`src/rtl/uart_rx.sv`:
```
// 8N1 UART receiver: two-flop synchroniser, mid-bit sampling FSM, registered
// byte/strobe outputs with framing-error detection and break handling.
module uart_rx #(
  parameter int unsigned CLK_FREQ  = 50000000,
  parameter int unsigned BAUD_RATE = 9600
) (
  input  logic       clk,
  input  logic       reset,
  input  logic       rx,
  output logic [7:0] data_out,
  output logic       valid,
  output logic       frame_err,
  output logic       busy
);

  localparam int unsigned BIT_PERIOD  = CLK_FREQ / BAUD_RATE;
  localparam int unsigned HALF_PERIOD = BIT_PERIOD / 2;
  localparam logic [13:0] BitLast     = 14'(BIT_PERIOD - 1);
  localparam logic [13:0] HalfLast    = 14'(HALF_PERIOD - 1);

  typedef enum logic [2:0] {StIdle, StStart, StData, StStop, StWaitHigh} state_e;

  state_e      state_q, state_d;
  logic        rx_meta_q, rx_s_q;
  logic [13:0] timer_q, timer_d;
  logic [3:0]  bit_cnt_q, bit_cnt_d;
  logic [7:0]  shift_q, shift_d;
  logic [7:0]  data_q, data_d;
  logic        valid_q, valid_d;
  logic        frame_err_q, frame_err_d;
  logic        busy_q, busy_d;
  // Stop-bit verdict, held one cycle before it reaches the output strobes.
  logic        done_q, done_d;
  logic        err_pend_q, err_pend_d;

  always_comb begin
    state_d    = state_q;
    timer_d    = timer_q + 14'd1;
    bit_cnt_d  = bit_cnt_q;
    shift_d    = shift_q;
    done_d     = 1'b0;
    err_pend_d = 1'b0;
    unique case (state_q)
      StIdle: begin
        timer_d = '0;
        if (!rx_s_q) state_d = StStart;
      end
      StStart: begin
        if (timer_q == HalfLast) begin
          timer_d = '0;
          if (!rx_s_q) begin
            state_d   = StData;
            bit_cnt_d = '0;
          end else begin
            state_d = StIdle;
          end
        end
      end
      StData: begin
        if (timer_q == BitLast) begin
          timer_d   = '0;
          shift_d   = {rx_s_q, shift_q[7:1]};
          bit_cnt_d = bit_cnt_q + 4'd1;
          if (bit_cnt_q == 4'd7) state_d = StStop;
        end
      end
      StStop: begin
        if (timer_q == BitLast) begin
          timer_d = '0;
          if (rx_s_q) begin
            done_d  = 1'b1;
            state_d = StIdle;
          end else begin
            err_pend_d = 1'b1;
            state_d    = StWaitHigh;
          end
        end
      end
      StWaitHigh: begin
        timer_d = '0;
        if (rx_s_q) state_d = StIdle;
      end
      default: begin
        timer_d = '0;
        state_d = StIdle;
      end
    endcase
  end

  // Shift register is not touched until the next DATA state, so it is safe to
  // load data_out from it one cycle after the stop-bit decision.
  always_comb begin
    data_d      = done_q ? shift_q : data_q;
    valid_d     = done_q;
    frame_err_d = err_pend_q;
    busy_d      = (state_q != StIdle) || done_q || err_pend_q;
  end

  always_ff @(posedge clk or negedge reset) begin
    if (!reset) begin
      rx_meta_q   <= 1'b1;
      rx_s_q      <= 1'b1;
      state_q     <= StIdle;
      timer_q     <= '0;
      bit_cnt_q   <= '0;
      shift_q     <= '0;
      data_q      <= '0;
      valid_q     <= 1'b0;
      frame_err_q <= 1'b0;
      busy_q      <= 1'b0;
      done_q      <= 1'b0;
      err_pend_q  <= 1'b0;
    end else begin
      rx_meta_q   <= rx;
      rx_s_q      <= rx_meta_q;
      state_q     <= state_d;
      timer_q     <= timer_d;
      bit_cnt_q   <= bit_cnt_d;
      shift_q     <= shift_d;
      data_q      <= data_d;
      valid_q     <= valid_d;
      frame_err_q <= frame_err_d;
      busy_q      <= busy_d;
      done_q      <= done_d;
      err_pend_q  <= err_pend_d;
    end
  end

  assign data_out  = data_q;
  assign valid     = valid_q;
  assign frame_err = frame_err_q;
  assign busy      = busy_q;

endmodule

```
`config.mk`:
```
export PLATFORM = sky130hd
export DESIGN_NAME = uart_rx
export DESIGN_NICKNAME = d
export VERILOG_FILES = /design/src/rtl/uart_rx.sv
export SDC_FILE = /design/constraint.sdc
export NUM_CORES = 1
export LEC_CHECK = 0
export BUFFER_PORTS_ARGS = -buffer_cell sky130_fd_sc_hd__buf_2
export CAP_MARGIN = 20
export CORE_MARGIN = 10
export CORE_UTILIZATION = 25
export DETAILED_ROUTE_END_ITERATION = 10
export PLACE_DENSITY = 0.48
export SYNTH_ARGS = -nofsm -noshare
export SYNTH_HDL_FRONTEND = slang
export SYNTH_SLANG_ARGS = --single-unit
export TNS_END_PERCENT = 5
```
`constraint.sdc`:
```
create_clock -name clk -period 2.3 [get_ports clk]
set_clock_uncertainty 0.15 [all_clocks]
set_input_delay 0.46 -clock clk [delete_from_list [all_inputs] [get_ports clk]]
set_output_delay 0.46 -clock clk [all_outputs]
set_load 0.03 [all_outputs]
```
==> out/results.txt <==
Global routing consumed, over all layers together, 6.93% of the routing resources. On the worst path, the slowest cell contributes a delay of 0.44 ns. When the netlist entered floorplanning its net count stood at 168.

Traced cell by cell, the critical path runs through ha_1 > and2_1 > nand4_1 > a221o_1 > a221o_1. Among all stages on the critical path, the largest delay is contributed by a221o_1. The H-tree generated during clock tree synthesis spans 2 levels.

Count of buffering cells on the critical path with inverters included: 0. By instance count, the cell type seen most on the critical path is a221o_1. The most common cell in the synthesized netlist was dfrtp_1. In the final layout, the share of cells above drive strength 1 is 28.4%. Detailed placement finished with a half-perimeter wire length of 2630 um. The final weighted congestion in routability-driven placement came out at 0.757. In this run the worst hold path is classified as input port to asynchronous set/reset pin. The worst relative slew slack is 62.3%. The count of cells resized by post-cts repair is 0, and the routed via count divided by cell count is 4.35.

For the part of the power in registers, the log shows 54.8%. The floorplan step defined a die boundary enclosing 11,800 um2. The tools report the nature of the critical path endpoint as a flip-flop.

The initial antenna violation count is 0. The logs give 1,269 for the via count of the first global-routing pass and 43.6% for the share of total power in the clock network. In this run, the combinational gates consume 1.5% of the power. In this run switching power makes up 19.9% of total power. Setup repair after global routing left no endpoint under its margin. Counting the fill cells in the layout gives 793.

Counting buffers and inverters, the worst setup path is 5 cells deep. The die is 108 um wide. Dividing the detail-routed wire length by the instance count gives 13.0 um. After synthesis the netlist holds a flip-flop and latch count of 44. The internal power of the cells totals 1140 uW. For the total inserted antenna cells, the log shows 0. The top cell type by area accounts for 53.8% of the synthesized area. For the number of placed I/O pins, the log shows 14.

In this run the critical register-to-register path is launched from timer_q[0]$_DFF_PN0_. Counting flops with a built-in enable in the synthesized netlist gives 0. The count of cell types in the netlist came out at 39. At the worst endpoint, the arrival time is 2.08 ns. The tools report the maximum number of pins on one net before global-route repair as 24. By area the synthesized netlist is led by dfrtp_1, mux2_2, xnor2_1.

The worst-case register-to-register setup slack was 0.25 ns; the max-capacitance violation count was 0. Dividing the synthesized area by the synthesized cell count gives 12.0 um2. The number of cell rows is 32. In this run, CTS created clock tree buffers numbering 5. The run finished, with violations left. Post-detailed-route DRC marker count: 0. Hold repair after CTS inserted 0 buffers. The transition time at the pin with the least slew margin works out to 0.565 ns. The aggregate negative setup slack was 0 ns.

The tools report the worst setup path startpoint as timer_q[0]$_DFF_PN0_. The total overflow left after global routing is 0. The startpoint class of the critical path was a flip-flop. The final-report max-slew violation count is 0, and the clock period minus worst slack is 2.05 ns. The endpoint identified for the worst register-to-register timing path is bit_cnt_q[2]$_DFFE_PN0P_. The critical path ends at bit_cnt_q[2]$_DFFE_PN0P_.

The number of hold-slack violations in the final timing report is 4, and the number of vias in the routed layout is 1,241. The tools report the starting density of the core as 25.6%. The synthesized design spends more area on one cell type than any other, namely dfrtp_1. The worst setup path category was flip-flop to flip-flop. The y dimension of the die came out at 108 um.

Total core area: 7650 um2. For the count of yosys warnings during synthesis, the log shows 0. After clock tree synthesis, the clock-pin slew on the worst setup and hold paths is 0.08 ns. For this run, the top clock speed supported by timing is 487 MHz. Buffers added to address setup during post-CTS repair amount to 0.

Counting cells, the worst reg-to-reg path comes to 5. After the last flow step, the layout net total stands at 187. Dividing total power by cell area gives a power density of 619 nW/um2. The worst slack on hold paths was -0.00287 ns; the share of the cycle needed by the critical path after routing was 89.3%. The port buffer count is 13, and the final number of setup-violating endpoints is 0.

The insertion delay to the later sink of the worst-skew pair is 0.29 ns. In this run the worst path has a maximum fanout of 5. In this run the remaining antenna-violating nets after routing total 0. Synthesis produced 163 cells. By count the netlist is led by dfrtp_1, nor2_1, mux2_2, xnor2_1, nand2_1. The wire length of the first global-routing pass came out at 6540 um.

Data on the critical path is required at its endpoint by 2.33 ns. The clock drives 44 sinks. For the detailed router's first-iteration violation count, the log shows 50. The async set or reset register ratio after synthesis was 100%; the largest voltage drop on the vdd net was 0.188 mV.

The logs give 3700 um for the total length of routed wires and 4 for the first-pass detailed-route iteration total. For this run, the leading register cell type out of synthesis is dfrtp_1. The cell area that synthesis handed to floorplanning was 1950 um2. The area added between synthesis and finish works out to 17.2%. The tools report the clock root buffer as clkbuf_8.

TritonCTS built the clock tree. Broken down by cell family, the worst path's largest delay share belongs to compound AO/OA/AOI/OAI gates. The logs give 0.00106 uW for the cell leakage power and 56.5% for the register area share after synthesis. The final reports fail on negative hold slack. The switching power total came out at 282 uW.

The run gives 2 as the deepest clock path buffer count.
state kept, by name (all words and copies together), names as in the netlist:
name / count
err_pend_q: 1
data_out: 8
shift_q: 8
rx_meta_q: 1
done_q: 1
busy: 1
rx_s_q: 1
valid: 1
bit_cnt_q: 4
timer_q: 14
state_q: 3
frame_err: 1
cell type report:
class	instances	area, um2	area share [%]
clock inverter	2	38.8	1.69
clock buffer	6	82.6	3.61
multi-input combinational	110	815	35.6
sequential	44	1100	48.2
inverter	4	15.0	0.656
tap	102	128	5.57
timing repair buffer	17	108	4.70
routing by layer:
| metal | vias to the layer above | share of wire (%) | track usage, % |
|---|---|---|---|
| met4 | 0 | 1.8 | 3.39 |
| met3 | 4 | 2.8 | 1.67 |
| met5 | - | 0 | 0 |
| met1 | 610 | 48 | 8.93 |
| li1 | 617 | - | - |
| met2 | 10 | 48 | 10.6 |
metrics by stage:
stage | worst slack (ns) | power, uW | std cells | utilization [%] | area (um2)
2_1_floorplan | 0.393 | 794 | 163 | - | 1950
3_3_place_gp | 0.255 | 816 | 277 | 28.4 | 2170
3_5_place_dp | 0.253 | 816 | 277 | 28.4 | 2170
4_1_cts | 0.235 | 1440 | 285 | 29.9 | 2290
5_1_grt | 0.0993 | 1480 | 285 | 29.9 | 2290
6_report | 0.247 | 1420 | 285 | 29.9 | 2290
cells by family (layout without fill, tap and decap cells):
logic type | count (synthesis) | count (layout) | synth area share, %
AOI/OAI and AO/OA | 14 | 14 | 6.08
xor gates and xnor gates | 13 | 13 | 5.83
adders and majority gates | 2 | 2 | 1.28
buffers and inverters | 9 | 29 | 1.86
DFF | 44 | 44 | 56.5
muxes | 16 | 16 | 9.22
and+or+nand+nor | 65 | 65 | 19.3
worst register-to-register path, cell delays in order, from the launching register on:
cell,delay (ns)
dfrtp_1,0.41
ha_1,0.24
and2_1,0.14
nand4_1,0.19
a221o_1,0.44
a221o_1,0.37
power by group through the flow:
stage          clock, uW  sequential [uW]  combinational (uW)
6_report             619              777                21.8
5_1_grt              676              778                26.1
4_1_cts              640              778                23.5
3_5_place_dp           0              793                23.5
3_3_place_gp           0              793                23.6
2_1_floorplan          0              793                1.16
worst min path at each step:
stage,end,slack (ns),cells after the start
CTS,data_out[1]$_DFFE_PN0P_,0.01,1
detailed placement,rx_s_q$_DFF_PN1_,0.20,0
global route,data_out[1]$_DFFE_PN0P_,0.02,1
global placement,rx_s_q$_DFF_PN1_,0.20,0
floorplan,bit_cnt_q[0]$_DFFE_PN0P_,0.01,0
finish,data_out[1]$_DFFE_PN0P_,-0.003,1
placed cells by master, fill, tap and decap left out, types with 3 or more instances in the layout:
cell	instances
a21oi_1	3
a221o_1	3
buf_2	13
buf_4	3
clkbuf_8	6
dfrtp_1	42
inv_1	4
mux2_2	16
nand2_1	8
nand3_1	5
nand4_1	6
nor2_1	19
nor2b_1	4
nor3_1	6
xnor2_1	9
xor2_1	4
Power figures use the tool's default switching activity.
